`src/rtl/keccak_pkg.sv`:
```
// Shared definitions for the Keccak encoder datapath: page geometry,
// theta-unit FSM states and the column-parity helper.
package keccak_pkg;

    localparam int unsigned PAGE_W = 25;

    typedef logic [0:PAGE_W-1] page_t;

    typedef enum logic [2:0] {
        IDLE,
        FIRST,
        STREAM,
        WRAP,
        PASS,
        DRAIN
    } state_t;

    // Bit position of lane A[x][y] inside a 25-bit page.
    function automatic int unsigned idx(input int unsigned x, input int unsigned y);
        return 5 * y + x;
    endfunction

    function automatic logic [4:0] col_parity(input page_t p);
        logic [4:0] c;
        c = '0;
        for (int unsigned x = 0; x < 5; x++)
            for (int unsigned y = 0; y < 5; y++)
                c[x] = c[x] ^ p[idx(x, y)];
        return c;
    endfunction

endpackage

```
`src/rtl/theta_page.sv`:
```
// Combinational theta step for one page: mixes in its own column parity
// and the previous page's column parity; also exports its own parity.
module theta_page
    import keccak_pkg::*;
(
    input  logic [0:PAGE_W-1] page_i,
    input  logic [4:0]        cprev_i,
    output logic [0:PAGE_W-1] theta_o,
    output logic [4:0]        cpar_o
);

    always_comb begin
        cpar_o  = col_parity(page_i);
        theta_o = '0;
        for (int unsigned y = 0; y < 5; y++)
            for (int unsigned x = 0; x < 5; x++)
                theta_o[idx(x, y)] = page_i[idx(x, y)] ^ cpar_o[(x + 4) % 5]
                                   ^ cprev_i[(x + 1) % 5];
    end

endmodule

```
`src/rtl/theta_stream.sv`:
```
// Streaming theta unit: pages 1..NPAGES-1 are emitted as they arrive, page 0
// is held and emitted last once the wrap-around parity is known.
module theta_stream
    import keccak_pkg::*;
#(
    parameter int unsigned NPAGES = 64,
    parameter int unsigned ZW     = (NPAGES > 1) ? $clog2(NPAGES) : 1
) (
    input  logic              clk,
    input  logic              rst,
    input  logic              cal_start,
    input  logic              bypass,
    input  logic              in_valid,
    output logic              in_ready,
    input  logic [0:PAGE_W-1] page_in,
    output logic              out_valid,
    input  logic              out_ready,
    output logic [0:PAGE_W-1] page_out,
    output logic [ZW-1:0]     z_out,
    output logic              busy,
    output logic              cal_finish
);

    localparam logic [ZW-1:0] LAST = ZW'(NPAGES - 1);

    state_t            state_q;
    logic [ZW-1:0]     z_q;
    logic [4:0]        cprev_q;
    page_t             hold_q;
    logic              byp_q;
    logic              ov_q;
    page_t             pout_q;
    logic [ZW-1:0]     zout_q;
    logic              fin_q;

    logic              slot_free;
    logic              in_fire;
    logic              out_fire;
    page_t             th_in;
    page_t             th_out;
    logic [4:0]        th_par;

    assign out_fire  = ov_q && out_ready;
    assign slot_free = !ov_q || out_ready;
    assign in_fire   = in_valid && in_ready;

    always_comb begin
        in_ready = 1'b0;
        case (state_q)
            FIRST:        in_ready = 1'b1;
            STREAM, PASS: in_ready = slot_free;
            default:      in_ready = 1'b0;
        endcase
    end

    // The single theta instance serves both the live input and the held page 0.
    assign th_in = (state_q == WRAP) ? hold_q : page_in;

    theta_page u_theta (
        .page_i  (th_in),
        .cprev_i (cprev_q),
        .theta_o (th_out),
        .cpar_o  (th_par)
    );

    always_ff @(posedge clk or posedge rst) begin
        if (rst) begin
            state_q <= IDLE;
            z_q     <= '0;
            cprev_q <= '0;
            hold_q  <= '0;
            byp_q   <= 1'b0;
            ov_q    <= 1'b0;
            pout_q  <= '0;
            zout_q  <= '0;
            fin_q   <= 1'b0;
        end else begin
            fin_q <= 1'b0;
            if (out_fire)
                ov_q <= 1'b0;
            case (state_q)
                IDLE: begin
                    if (cal_start) begin
                        byp_q   <= bypass;
                        z_q     <= '0;
                        state_q <= bypass ? PASS : FIRST;
                    end
                end
                FIRST: begin
                    if (in_fire) begin
                        hold_q  <= page_in;
                        cprev_q <= th_par;
                        z_q     <= z_q + ZW'(1);
                        state_q <= (NPAGES == 1) ? WRAP : STREAM;
                    end
                end
                STREAM, PASS: begin
                    if (in_fire) begin
                        ov_q    <= 1'b1;
                        pout_q  <= byp_q ? page_in : th_out;
                        zout_q  <= z_q;
                        z_q     <= z_q + ZW'(1);
                        if (!byp_q)
                            cprev_q <= th_par;
                        if (z_q == LAST)
                            state_q <= byp_q ? DRAIN : WRAP;
                    end
                end
                WRAP: begin
                    if (slot_free) begin
                        ov_q    <= 1'b1;
                        pout_q  <= th_out;
                        zout_q  <= '0;
                        state_q <= DRAIN;
                    end
                end
                DRAIN: begin
                    if (!ov_q || out_fire) begin
                        fin_q   <= 1'b1;
                        state_q <= IDLE;
                    end
                end
                default: state_q <= IDLE;
            endcase
        end
    end

    assign out_valid  = ov_q;
    assign page_out   = pout_q;
    assign z_out      = zout_q;
    assign busy       = (state_q != IDLE);
    assign cal_finish = fin_q;

endmodule

```
`config.mk`:
```
export PLATFORM = sky130hd
export DESIGN_NAME = theta_stream
export DESIGN_NICKNAME = d
export VERILOG_FILES = /design/src/rtl/keccak_pkg.sv /design/src/rtl/theta_page.sv /design/src/rtl/theta_stream.sv
export SDC_FILE = /design/constraint.sdc
export NUM_CORES = 1
export LEC_CHECK = 0
export BUFFER_PORTS_ARGS = -buffer_cell sky130_fd_sc_hd__buf_2
export CAP_MARGIN = 20
export CORE_ASPECT_RATIO = 2
export CORE_MARGIN = 2
export CORE_UTILIZATION = 49
export DETAILED_ROUTE_END_ITERATION = 16
export GPL_ROUTABILITY_DRIVEN = 0
export GPL_TIMING_DRIVEN = 0
export PLACE_DENSITY = 0.7
export SLEW_MARGIN = 25
export SYNTH_ARGS = -nofsm -noshare
export SYNTH_HDL_FRONTEND = slang
export SYNTH_SLANG_ARGS = --single-unit
export TNS_END_PERCENT = 5
```
`constraint.sdc`:
```
create_clock -name clk -period 7.2 [get_ports clk]
set_input_delay 1.44 -clock clk [delete_from_list [all_inputs] [get_ports clk]]
set_output_delay 1.44 -clock clk [all_outputs]
set_load 0.005 [all_outputs]
```
# Word level (Yosys, flattened, before mapping)
# Cells that the tools add are included.
# totals
regBits	73
n_memories	0
mem_bits_rw	0
romBits	0
out_inout_bits	35
inputBits	31
word_cells	143
latchBits	0
# op_classes
magnitude_cmp	0
muxes	31
n_shift	0
addsub	1
mul	0
reduce_logical	18
n_bitwise	70
n_eq_ne	14
div_mod_pow	0
# op_table
op	count
$mux 25	4
$xor 1x1->1	70
$pmux 25 s2	1
$mux 3	8
$mux 6	4
$pmux 6 s2	2
$mux 5	3
$pmux 3 s5	1
$ne 2x2->1 const B	7
$pmux 5 s2	1
$add 6x1->6 const B	1
$eq 3x2->1 const B	2
$eq 3x3->1 const B	2
$eq 6x6->1 const B	1
$reduce_and 3->1	2
$reduce_and 6->1	1
$reduce_bool 2->1	3
$mux 1	5
$pmux 1 s2	2
$reduce_and 2->1	2
$reduce_and 4->1	1
$eq 3x1->1 const B	1
$logic_not 3->1	1
$reduce_bool 3->1	1
other kinds (6)	8

# Logic depth before layout (Yosys ltp)
# logic_depth
ltp_word	11
ltp_mapped	9
depth_no_buf	7

# Cells and area by module
# A second synthesis with hierarchy kept.
# unflattened
cells_unflattened	347
area_unflattened_um2	4187.8
# modules_own_cells
mod	instances	cells_each	area_per_inst_um2
theta_stream	1	300	3574.7
theta_page	1	47	613.1

# Least setup slack after synthesis
# Ideal clock, no wire load.
# synth_path
path_type	in2out
from	input port out_ready
to	output port in_ready
n_path_buf	0
path_stages	2
slack_ns	3.956
required_ns	5.760
t_arrival_ns	1.804
cell_sequence	nor2b_1 -> o32ai_2
# synth_between
elab_chain_cells	2
# synth_lines
element	line	rtl
start, declared	theta_stream.sv:17	input logic out_ready,
$logic_or 1x1->1	theta_stream.sv:44	assign slot_free = !ov_q || out_ready;
$pmux 1 s2	theta_stream.sv:49	case (state_q)
end, declared	theta_stream.sv:14	output logic in_ready,
# Every way passes these cells.

# Worst setup path in the final report
# Ends and elaborated chain as after synthesis.

==> results.cfg <==
[clock_network]
hold_buffers = 0
cts.sinks = 73
cts_buffer_depth = 2
cts_setup_buffers = 0
clk_pin_slew_worst_paths_ns = 0.05
cts-root-buf = clkbuf_16
ctsResizeCount = 0
cts_htree_levels = 3
clk_latency_ns = 0.34
numCtsBuffers = 9
cts_tree = done

[timing]
finalHoldViolCount = 0
drv_slew = 0
rsz0062_at_grt = false
setup_viol = 0
min_period_ns = 3.56
tns_ns = 0
relSlewSlack_pct = 33.6
fmax_mhz = 281
fin_ws_ns = 3.64
worst_pin_slew_ns = 0.991
fin_skew_ns = 0.00861
fin_crit_sh_pct = 49.5

[drt]
post-route-drc-count = 0
ant_nets = 0
vias_per_cell = 6.00
wl_per_cell_um = 20.2
drt_iter0_markers = 253
vias = 3740
firstDrtPassIters = 5
wl_mm = 12.6

[power]
power_leakage_nw = 2.59
ir_worst_vdd_mv = 0.233
power.density_nw_per_um2 = 458
power.total_mw = 2.48

[global_route]
track_usage_pct = 25.4
grt_pass1_wl_mm = 19.8
gr-total-overflow = 0
grt_pass1_vias = 3805
antenna_found_initial = 0
grt_max_degree = 52

[synthesis]
ys_ff_latch = 73
syn_area_sq_um = 4620
synth_edf_count = 0
synth_cells = 437
yosysWarnings = 0
syn-num-nets = 469
ys_async_sr_fraction_pct = 100
synth_cell_types = 52
syn_avg_cell_area_sq_um = 10.6
ys.flop_type = dfrtp_1
synth.yosys.seq_area_share_pct = 39.5

[critical_path]
worstPathMaxFanout = 4
path_class = in2out
cp.arrival_ns = 2.12
crit_path_max_incr_delay_ns = 0.27
startpoint_type = input pin
required_ns = 5.76
path_delay_family = simple AND/OR/NAND/NOR gates
critical_path_buf_inv_count = 2
crit_top_cell = buf_2
critPathCaptureType = output pin
path_cells = buf_2 > nor2b_1 > o32ai_2 > buf_2
slowest_stage = nor2b_1

[layout]
drive_above_1_share_pct = 26.6
final_common_cell = buf_2
n_antenna_cell = 0
final_cell_mix = buf_2, dfrtp_1, nand2_1
area_delta_synth_final_pct = 16.8
num-fill-cells = 800
nNetsFinal = 546

[floorplan]
fp.dieW_um = 72.7
core-area_sq_um = 9260
start_util_pct = 49.9
row_count = 50
ios = 66
dieArea_sq_um = 10300
fp.dieH_um = 141

[place]
portBuffers = 65
post-place-ws_ns = 3.65
place_hpwl_mm = 9.07

[status]
outcome = finished clean

[flow_run]
cap_violations = 0

[worst_hold_path]
hp-class = reg2reg
-- sequential cells by signal, indices dropped and copies added, names as in the netlist --
register and cells:
z_q 6, z_out 6, out_valid 1, page_out 25, byp_q 1, cal_finish 1
state_q 3, cprev_q 5, hold_q 25
-- worst reg2reg max path: cells and delay by family (launching register included) --
kind                   cells  cell delay (ns)
buffers and inverters      3             1.16
AO/OA/AOI/OAI              2             0.55
AND/OR/NAND/NOR            2             0.40
flip-flops                 1             0.38
-- synthesized netlist by cell type, types with 10 or more instances --
library cell / instances / area, sq um
nor3_1: 21 / 105
xnor2_1: 38 / 333
buf_2: 11 / 55.1
nor2_1: 28 / 105
a221o_1: 16 / 160
dfrtp_1: 73 / 1830
nand2_1: 44 / 165
xnor3_1: 10 / 225
xor2_1: 13 / 114
mux2_2: 26 / 293
mux2i_1: 21 / 210
o21ai_0: 16 / 80.1
a211oi_1: 17 / 128
-- final timing paths --
kind	start	end	slack (ns)	cells after the start
max	out_ready	in_ready	3.64	4
min	page_out[15]$_DFFE_PP0P_	page_out[15]$_DFFE_PP0P_	0.50	1
max reg2reg	state_q[1]$_DFFE_PP0P_	page_out[23]$_DFFE_PP0P_	4.59	7
min reg2reg	page_out[15]$_DFFE_PP0P_	page_out[15]$_DFFE_PP0P_	0.50	1
max in group asynchronous	rst	hold_q[21]$_DFFE_PP0P_	5.56	3
min in group asynchronous	rst	hold_q[18]$_DFFE_PP0P_	1.08	2
-- metrics by stage --
step	hold slack [ns]	cell area [sq um]	cells	util [%]
6_report	0.503	5400	623	58.3
5_1_grt	0.534	5400	623	58.3
4_1_cts	0.508	5400	623	58.3
3_5_place_dp	0.485	5110	607	55.2
3_3_place_gp	0.482	5080	606	54.9
2_1_floorplan	0.486	4620	437	-
-- power breakdown --
part / switching (mW) / internal [mW] / total (mW)
sequential: 0.157 / 0.588 / 0.746
clock: 0.166 / 0.277 / 0.443
combinational: 0.663 / 0.623 / 1.29
total: 0.987 / 1.49 / 2.48
-- cells by family after synthesis --
kind of cell / count (synthesis) / synth area share (%)
AOI/OAI and AO/OA: 77 / 12.9
xor gates and xnor gates: 66 / 16.5
adders and majority gates: 1 / 0.271
buffers and inverters: 33 / 3.76
DFF: 73 / 39.5
muxes: 49 / 11.5
and+or+nand+nor: 138 / 15.5
-- layer usage --
layer  GRT usage (%)  up-vias  wire length, um
met5               0        -                0
met4            14.2        0              516
met3            5.33       32              663
met2            44.3      139             6650
met1            27.9     1839             4730
li1                -     1730                -
-- area by class of cell --
cell class	instances	area, sq um	area share [%]
Multi-Input combinational cell	331	2620	48.6
Sequential cell	73	1830	33.8
Timing Repair Buffer	66	353	6.53
Clock buffer	13	250	4.63
Buffer	26	148	2.73
Tap cell	104	130	2.41
Clock inverter	3	40.0	0.741
Inverter	7	28.8	0.533
No activity file was read; power rests on OpenSTA's default activity.
